File: src/rtl/keydecode_pkg.sv
// keydecode_pkg
// Shared constants and types for the keypad decoder slice.
//   NUM_KEYS    : number of real keys on the pad (codes 0..NUM_KEYS-1)
//   CODE_W      : width of a key code
//   TIMER_W     : width of the auto-repeat timer
//   key_state_t : decoder FSM state
//   code_valid  : true when a code names a real key
package keydecode_pkg;

    localparam int NUM_KEYS = 20;
    localparam int CODE_W   = 5;
    localparam int TIMER_W  = 16;

    typedef enum logic [1:0] {
        IDLE,
        DELAY,
        REPEAT,
        BLOCKED
    } key_state_t;

    function automatic logic code_valid(input logic [CODE_W-1:0] c);
        return c <= CODE_W'(NUM_KEYS - 1);
    endfunction

endpackage

File: src/rtl/repeat_timer.sv
// repeat_timer
// 16-bit up-counter used to pace auto-repeat events.
//   clock    : in  system clock
//   reset    : in  synchronous active-high reset, clears the count
//   restart  : in  zero the count at the next edge
//   terminal : in  number of cycles from restart to done; 0 means never done
//   done     : out high for the single cycle in which the interval expires
module repeat_timer
    import keydecode_pkg::*;
(
    input  logic               clock,
    input  logic               reset,
    input  logic               restart,
    input  logic [TIMER_W-1:0] terminal,
    output logic               done
);

    logic [TIMER_W-1:0] count;

    // Saturate at all-ones so an abandoned count can never wrap back into
    // a value that would look like an expired interval.
    always_ff @(posedge clock) begin
        if (reset) begin
            count <= '0;
        end else if (restart) begin
            count <= '0;
        end else if (count != '1) begin
            count <= count + TIMER_W'(1);
        end
    end

    // The count reads 0 in the cycle after a restart, so matching
    // terminal-1 lets the consumer act on exactly the terminal-th edge.
    assign done = (terminal != '0) && (count == terminal - TIMER_W'(1));

endmodule

File: src/rtl/keydecode.sv
// keydecode
// Keypad decoder with press detection, auto-repeat and bad-code blocking.
//   clock     : in  sole clock
//   reset     : in  synchronous active-high reset
//   code      : in  key index, meaningful only while strobe is high
//   strobe    : in  key-held indication, already synchronous to clock
//   onehot    : out 1<<code during an event cycle, otherwise 0
//   keyvalid  : out one-cycle pulse per press or repeat event
//   last_code : out code of the most recent event, held between events
//   held      : out high while a valid key is being held
//   bad_code  : out one-cycle pulse when an out-of-range code blocks input
module keydecode
    import keydecode_pkg::*;
#(
    parameter logic [15:0] REPEAT_DELAY = 16'd50000,
    parameter logic [15:0] REPEAT_RATE  = 16'd10000
) (
    input  logic                clock,
    input  logic                reset,
    input  logic [CODE_W-1:0]   code,
    input  logic                strobe,
    output logic [NUM_KEYS-1:0] onehot,
    output logic                keyvalid,
    output logic [CODE_W-1:0]   last_code,
    output logic                held,
    output logic                bad_code
);

    localparam logic [NUM_KEYS-1:0] ONE_KEY = NUM_KEYS'(1);

    key_state_t          state;
    key_state_t          state_next;
    logic                ev;
    logic                ev_bad;
    logic [CODE_W-1:0]   ev_code;
    logic                restart;
    logic                timer_done;
    logic [TIMER_W-1:0]  terminal;

    // The first repeat waits the long delay; once repeating, the short rate.
    assign terminal = (state == REPEAT) ? REPEAT_RATE : REPEAT_DELAY;

    repeat_timer u_timer (
        .clock    (clock),
        .reset    (reset),
        .restart  (restart),
        .terminal (terminal),
        .done     (timer_done)
    );

    // Next-state and event decision. While a key is held, last_code is the
    // key being held, so comparing against it detects a code change. Release
    // and code changes are tested before the timer so they win over a repeat.
    always_comb begin
        state_next = state;
        ev         = 1'b0;
        ev_bad     = 1'b0;
        ev_code    = code;
        restart    = 1'b0;
        case (state)
            IDLE: begin
                if (strobe) begin
                    if (code_valid(code)) begin
                        ev         = 1'b1;
                        restart    = 1'b1;
                        state_next = DELAY;
                    end else begin
                        ev_bad     = 1'b1;
                        state_next = BLOCKED;
                    end
                end
            end
            BLOCKED: begin
                if (!strobe) begin
                    state_next = IDLE;
                end
            end
            DELAY, REPEAT: begin
                if (!strobe) begin
                    state_next = IDLE;
                end else if (code != last_code) begin
                    if (code_valid(code)) begin
                        ev         = 1'b1;
                        restart    = 1'b1;
                        state_next = DELAY;
                    end else begin
                        ev_bad     = 1'b1;
                        state_next = BLOCKED;
                    end
                end else if (timer_done) begin
                    ev         = 1'b1;
                    ev_code    = last_code;
                    restart    = 1'b1;
                    state_next = REPEAT;
                end
            end
            default: begin
                state_next = IDLE;
            end
        endcase
    end

    // State register and registered outputs.
    always_ff @(posedge clock) begin
        if (reset) begin
            state     <= IDLE;
            onehot    <= '0;
            keyvalid  <= 1'b0;
            last_code <= '0;
            held      <= 1'b0;
            bad_code  <= 1'b0;
        end else begin
            state     <= state_next;
            keyvalid  <= ev;
            onehot    <= ev ? (ONE_KEY << ev_code) : '0;
            if (ev) begin
                last_code <= ev_code;
            end
            held      <= (state_next == DELAY) || (state_next == REPEAT);
            bad_code  <= ev_bad;
        end
    end

endmodule

File: config.mk
export PLATFORM = sky130hd
export DESIGN_NAME = keydecode
export DESIGN_NICKNAME = d
export VERILOG_FILES = /design/src/rtl/keydecode_pkg.sv /design/src/rtl/repeat_timer.sv /design/src/rtl/keydecode.sv
export SDC_FILE = /design/constraint.sdc
export NUM_CORES = 1
export LEC_CHECK = 0
export BUFFER_PORTS_ARGS = -buffer_cell sky130_fd_sc_hd__buf_2
export CAP_MARGIN = 20
export CORE_MARGIN = 2
export CORE_UTILIZATION = 49
export DETAILED_ROUTE_END_ITERATION = 10
export PLACE_DENSITY = 0.74
export SYNTH_ARGS = -nofsm -noshare
export SYNTH_HDL_FRONTEND = slang
export SYNTH_SLANG_ARGS = --single-unit
File: constraint.sdc
create_clock -name clock -period 1.9 [get_ports clock]
set_input_delay 0.38 -clock clock [delete_from_list [all_inputs] [get_ports clock]]
set_output_delay 0.38 -clock clock [all_outputs]
set_load 0.02 [all_outputs]
* Word-level counts from Yosys, hierarchy flattened
Cells that the tools add are included.
Word-level totals: input port bits 8, latch bits 0, logic and storage cells 50, memories 0, memory bits (writable) 0, register bits after elaboration 46, bits in read-only memories 0
Operators by class: muxes and demuxes 23, multiply operators 0, $add $sub $neg 2, divide/modulo/power cells 0, equal/unequal tests 8, reductions and logical operators 7, bitwise gates (word level) 1, magnitude comparators 1, shifts and indexed selects 1
Operators by type and width (number):
- 5-bit two-way mux | 4
- 1-bit by 5-bit << shifter with 20-bit output, first input constant | 1
- 16-bit by 1-bit adder with 16-bit output, second input constant | 1
- 16-bit == test | 1
- 16-bit two-way mux | 1
- 16-bit != test, second input constant | 1
- 16-bit nonzero test | 1
- 16-bit by 1-bit subtractor with 16-bit output, second input constant | 1
- 2-bit two-way mux | 6
- 1-bit two-way mux | 9
- 2-bit == test, second input constant | 3
- 2-bit case mux with 3 select lines | 1
- 2-bit OR reduction | 3
- 5-bit <= comparator, second input constant | 1
- 5-bit != test | 1
- 2-bit by 1-bit == test with 1-bit output, second input constant | 2
- 1-bit case mux with 2 select lines | 2
- 2-bit zero test | 1
- 1-bit logical AND | 1
- 1-bit logical OR | 1
- 1-bit NOT | 1

* Longest topological paths before layout
depth in word-level cells 11, depth in mapped cells 9, depth with buffers taken out 8

* By module
From an unflattened synthesis, not the netlist that was laid out.
Unflattened totals: cells, all modules 284, area, all modules 2531.2 µm²
Modules (own cells, without submodules):
- repeat_timer | cells an instance 161, area each 1328.8 µm², times used 1
- keydecode | cells an instance 123, area each 1202.4 µm², times used 1

* Least setup slack after synthesis
Ideal clock, no wire load.
path kind register -> register, start register state[0], end register onehot[4], setup time 0.088 ns, data arrival time 1.954 ns, cell stages (with the launch flop) 10, slack -0.142 ns, required time 1.812 ns, cell sequence dfxtp_1 -> inv_1 -> ha_1 -> xor2_1 -> nand3_1 -> or3_4 -> a311oi_4 -> buf_6 -> nand3_4 -> nor4_2
On the way: longest elaborated chain between the ends 11, elaborated cells on any way between the ends 20, classes of those cells add/sub (1); eq/ne (3); shift (1); mux (9); bitwise (1); reduce/logical (5)
Ends and longest elaborated chain:
- from (decl) | line keydecode.sv:31 | key_state_t state;
- from (signal assigned) | line keydecode.sv:113 | state <= state_next;
- 2-bit == test | line keydecode.sv:41, keydecode.sv:60
- 16-bit two-way mux | line keydecode.sv:41 | assign terminal = (state == REPEAT) ? REPEAT_RATE : REPEAT_DELAY;
- 16-bit by 1-bit subtractor with 16-bit output | line repeat_timer.sv:34 | assign done = (terminal != '0) && (count == terminal - TIMER_W'(1));
- 16-bit == test | line repeat_timer.sv:34
- 1-bit logical AND | line repeat_timer.sv:34
- 1-bit two-way mux | line keydecode.sv:90 | end else if (timer_done) begin
- 1-bit two-way mux | line keydecode.sv:81 | end else if (code != last_code) begin
- 1-bit two-way mux | line keydecode.sv:79 | if (!strobe) begin
- 1-bit case mux with 2 select lines | line keydecode.sv:60 | case (state)
- 1-bit NOT (no source line)
- 2-bit OR reduction (no source line)
- to (signal assigned) | line keydecode.sv:115 | onehot <= ev ? (ONE_KEY << ev_code) : '0;
- to (decl) | line keydecode.sv:22 | output logic [NUM_KEYS-1:0] onehot,
Parallel ways exist; a longest one is shown, timed or not. A chain may end at the register's enable or synchronous reset.

* Worst setup path in the final report
Same ends and word-level chain as after synthesis.

==> impl_results.md <==
* Result of the run: finished with violations
* Violated checks: setup timing
* Number of remaining DRC errors at 0
* Routing layer with the top usage in global route: met2
* Routed wire length per instance at 13.5 µm
* Worst vdd rail ir drop at 523 µV
* Largest stage delay, worst path at 0.35 ns
* Count of synthesis-stage warnings from yosys at 0
* Routability Congestion at 0.833
* All-Layer GR Usage at a little over a fifth
* # hold bufs at CTS at 0
* Kind of launch point of the worst setup path: flip-flop
* Vias after detailed routing at 1822
* Number of enable-type register cells in the synthesized netlist at 0
* Power share of the clock group at 36.7%
* Max H-tree Level at 2
* Endpoint class of the critical path: flip-flop
* Share of the synthesized area in the top cell type at 45.7%
* Remaining antenna violation count at 0
* Shortest period the worst path allows at 2.01 ns
* Portion of the post-synthesis area used by sequential elements at 45.7%
* Largest delay contributor family on the critical path: simple AND/OR/NAND/NOR gates
* Top_reg_cell synth: sky130_fd_sc_hd__dfxtp_1
* Number of violations of the max-capacitance limit at 0
* Met2 track demand over resource in global routing at 41.1%
* Total buffers and inverters traversed by the critical path at 2
* Power Internal at roughly 1.5 mW
* Total grt overflow at 0
* Fin area at around 0.0028 mm²
* Number of cells on the critical path at 8
* Total number of clock tree sinks at 46
* Largest fanout of any net on the critical path at 5
* Combinational cell fraction of total power at 14.8%
* Initial standard-cell utilization of the core at slightly above 50%
* Die footprint at 0.00464 mm²
* Clock latency on the worst-skew pair at 0.31 ns
* Most used cell, CP: sky130_fd_sc_hd__buf_4
* Arrival time of the worst setup path at 2.24 ns
* Placed Area at 0.00251 mm²
* Proportion of register bits with asynchronous set or reset after synthesis at 0%
* Timing-limited maximum frequency at between 400 and 500 MHz
* DP HPWL at slightly above 3000 µm
* Required time at the worst-slack endpoint at roughly 2.1 ns
* Critical Path Slowest Stage Cell: sky130_fd_sc_hd__a311oi_4
* Die extent in x at 68.1 µm
* Number of instances on the worst hold path at 2
* Met1 Usage GRT at 23.4%
* RSZ-0062 raised after global routing: yes
* CP cell instances: buf_4, ha_1, nor2b_2, nand2b_1, a311oi_4, buf_4, nand3_4, nor4_2
* Count leader, synth: sky130_fd_sc_hd__dfxtp_1
* Final Slew Violations at 0
* Slew headroom at slightly below 70%
* Clock transition at the register clock pins on the worst setup and hold paths after CTS at 0.09 ns
* Gate count of the mapped netlist at 223
* Netlist Area Pre-Place at 0.00201 mm²
* Top post-synthesis cells by area: sky130_fd_sc_hd__dfxtp_1 (46%), sky130_fd_sc_hd__xor2_1 (7.0%), sky130_fd_sc_hd__nor2_1 (5.4%)
* Share of the clock period used by the worst path after layout at 106%
* Final core area utilization at 71.1%
* Depth of the most critical reg-to-reg path at 8
* Worst hold-check path type: in2reg
* Synthesized netlist net count at between 200 and 250
* Least-Margin Pin Slew at 0.477 ns
* Worst path setup slack after routing at -0.111 ns
* Top-level I/O count at 36
* Flops & latches, synth at 46
* Met3 demand-to-capacity share in global routing at 3.45%
* Count of antenna diodes in the layout at 0
* DR pass1 iterations at 4
* Power dissipated by switching net loads at 559 µW
* TritonCTS buffer count at 5
* Pwr dens at 734 mW/mm²
* Cell type with the largest total area after synthesis: sky130_fd_sc_hd__dfxtp_1
* Synthesis-to-finish area growth at 40.2%
* Number of distinct library cells after synthesis at 39
* Post-layout nets at 308
* Row Count at 23
* Quantity of I/O buffers inserted on ports at 35
* Deepest clock path buffer count at 2
* Proportion of layout cells with a drive suffix above 1 at between 40% and 50%
* Total routed wirelength at 4690 µm
* Sequential group share of total power at approximately half
* Final worst clock skew at a little under 0.004 ns
* Setup-failing EPs final at 20
* Starting DRT DRC Count at 120
* Clock tree from TritonCTS: built
* Die span in y at 68.1 µm
* CP Class: reg2reg
* Fraction of power spent switching nets at 27.0%
* Leakage Power at roughly 1.2 nW
* Pin count of the biggest net entering global routing at 16
* Via density per instance at 5.25
* Synthesized area per cell at 9.03 µm²
* Via count of the first global-routing pass at 1713
* CORE AREA at 0.00397 mm²
* Antenna violations before repair at 0
* CTS root buffer: sky130_fd_sc_hd__clkbuf_8
* Wire length of the first global-routing pass at 7490 µm
* Count of final hold-check violations at 0
* Commonest cells post-synth: sky130_fd_sc_hd__dfxtp_1 (46), sky130_fd_sc_hd__nor2_1 (29), sky130_fd_sc_hd__nand2_1 (19), sky130_fd_sc_hd__xor2_1 (16)
## power groups by stage
stage	clock [mW]	combinational (mW)	sequential, mW
CTS	0.762	0.284	1.01
finish	0.761	0.306	1.01
detailed placement	0	0.258	1.03
global placement	0	0.255	1.03
global route	0.802	0.334	1.01
floorplan	0	0.144	1.05
## state kept, by name (all words and copies together) (netlist names)
signal,cells
state,2
keyvalid,1
bad_code,1
u_timer.count,16
held,1
last_code,5
onehot,20
## per-layer routing
metal,vias up,share of wire (%)
li1,908,-
met1,843,42
met2,60,51
met3,11,4.6
met4,0,2.8
met5,-,0
## kinds of logic (layout without fill, tap and decap cells)
kind of cell	Yosys count	count (layout)	synth area share, %
DFF	46	46	45.7
buffers and inverters	22	94	4.66
and+or+nand+nor	105	105	28.6
xor gates and xnor gates	18	18	7.83
AOI/OAI and AO/OA	22	24	7.71
adders and majority gates	4	4	2.49
muxes	6	6	2.98
## cells in the final DEF, fill, tap and decap left out, types with 3 or more instances in the layout
cell type | Yosys | final
sky130_fd_sc_hd__clkbuf_8 | 0 | 5
sky130_fd_sc_hd__a21oi_1 | 3 | 3
sky130_fd_sc_hd__nor2b_1 | 4 | 3
sky130_fd_sc_hd__a31oi_1 | 3 | 3
sky130_fd_sc_hd__nand3_1 | 12 | 10
sky130_fd_sc_hd__mux2i_1 | 6 | 6
sky130_fd_sc_hd__o21ai_1 | 0 | 3
sky130_fd_sc_hd__o21ai_0 | 9 | 3
sky130_fd_sc_hd__buf_2 | 3 | 35
sky130_fd_sc_hd__nand2_1 | 19 | 18
sky130_fd_sc_hd__a31o_4 | 0 | 3
sky130_fd_sc_hd__buf_4 | 0 | 36
sky130_fd_sc_hd__and2_1 | 3 | 3
sky130_fd_sc_hd__xor2_1 | 16 | 15
sky130_fd_sc_hd__nand4_1 | 7 | 7
sky130_fd_sc_hd__o21ai_2 | 0 | 3
sky130_fd_sc_hd__and3_1 | 4 | 3
sky130_fd_sc_hd__dfxtp_1 | 46 | 42
sky130_fd_sc_hd__inv_1 | 12 | 11
sky130_fd_sc_hd__nor3_2 | 2 | 4
sky130_fd_sc_hd__nor3_1 | 5 | 3
sky130_fd_sc_hd__dfxtp_2 | 0 | 4
sky130_fd_sc_hd__nor2_1 | 29 | 25
## worst reg2reg max path: cells and delay by family, from the launching register on
| kind | cells | cell delay [ns] |
|---|---|---|
| and+or+nand+nor | 4 | 0.70 |
| AOI/OAI and AO/OA | 1 | 0.35 |
| DFF | 1 | 0.33 |
| buffers and inverters | 2 | 0.33 |
| adders and majority gates | 1 | 0.23 |
## repair_timing
action,in CTS,in global routing
cloned,2,0
setup buffers,2,1
endpoints found under the setup margin,41,44
pin swaps,5,7
resized for setup,12,23
## cell type report
type	count	area [µm²]
multi-input cells	157	1190
fillers	293	1150
flip-flops and latches	46	926
repair buffers	74	488
clock buffers	5	68.8
well taps	50	62.6
inverters	12	45.0
clock inverters	3	43.8
## through the flow
| stage | hold WS (ns) | power (mW) | setup TNS (ns) | cells | worst slack, ns |
|---|---|---|---|---|---|
| after floorplan | 0.444 | 1.19 | -0.0623 | 223 | -0.0229 |
| after global placement | 0.490 | 1.28 | -1.20 | 334 | -0.121 |
| after detailed placement | 0.499 | 1.29 | -2.86 | 334 | -0.158 |
| after CTS | 0.338 | 2.05 | -0.778 | 346 | -0.0924 |
| after global routing | 0.360 | 2.14 | -5.68 | 347 | -0.264 |
| final | 0.354 | 2.07 | -1.22 | 347 | -0.111 |
## worst paths after layout
kind / endpoint / from / slack (ns)
worst min-delay path: state[1] / reset / 0.35
worst max register to register: onehot[4] / state[0] / -0.11
worst max-delay path: onehot[4] / state[0] / -0.11
worst min register to register: last_code[2] / last_code[2] / 0.49
Note: power is estimated with default switching activity, not from simulation.
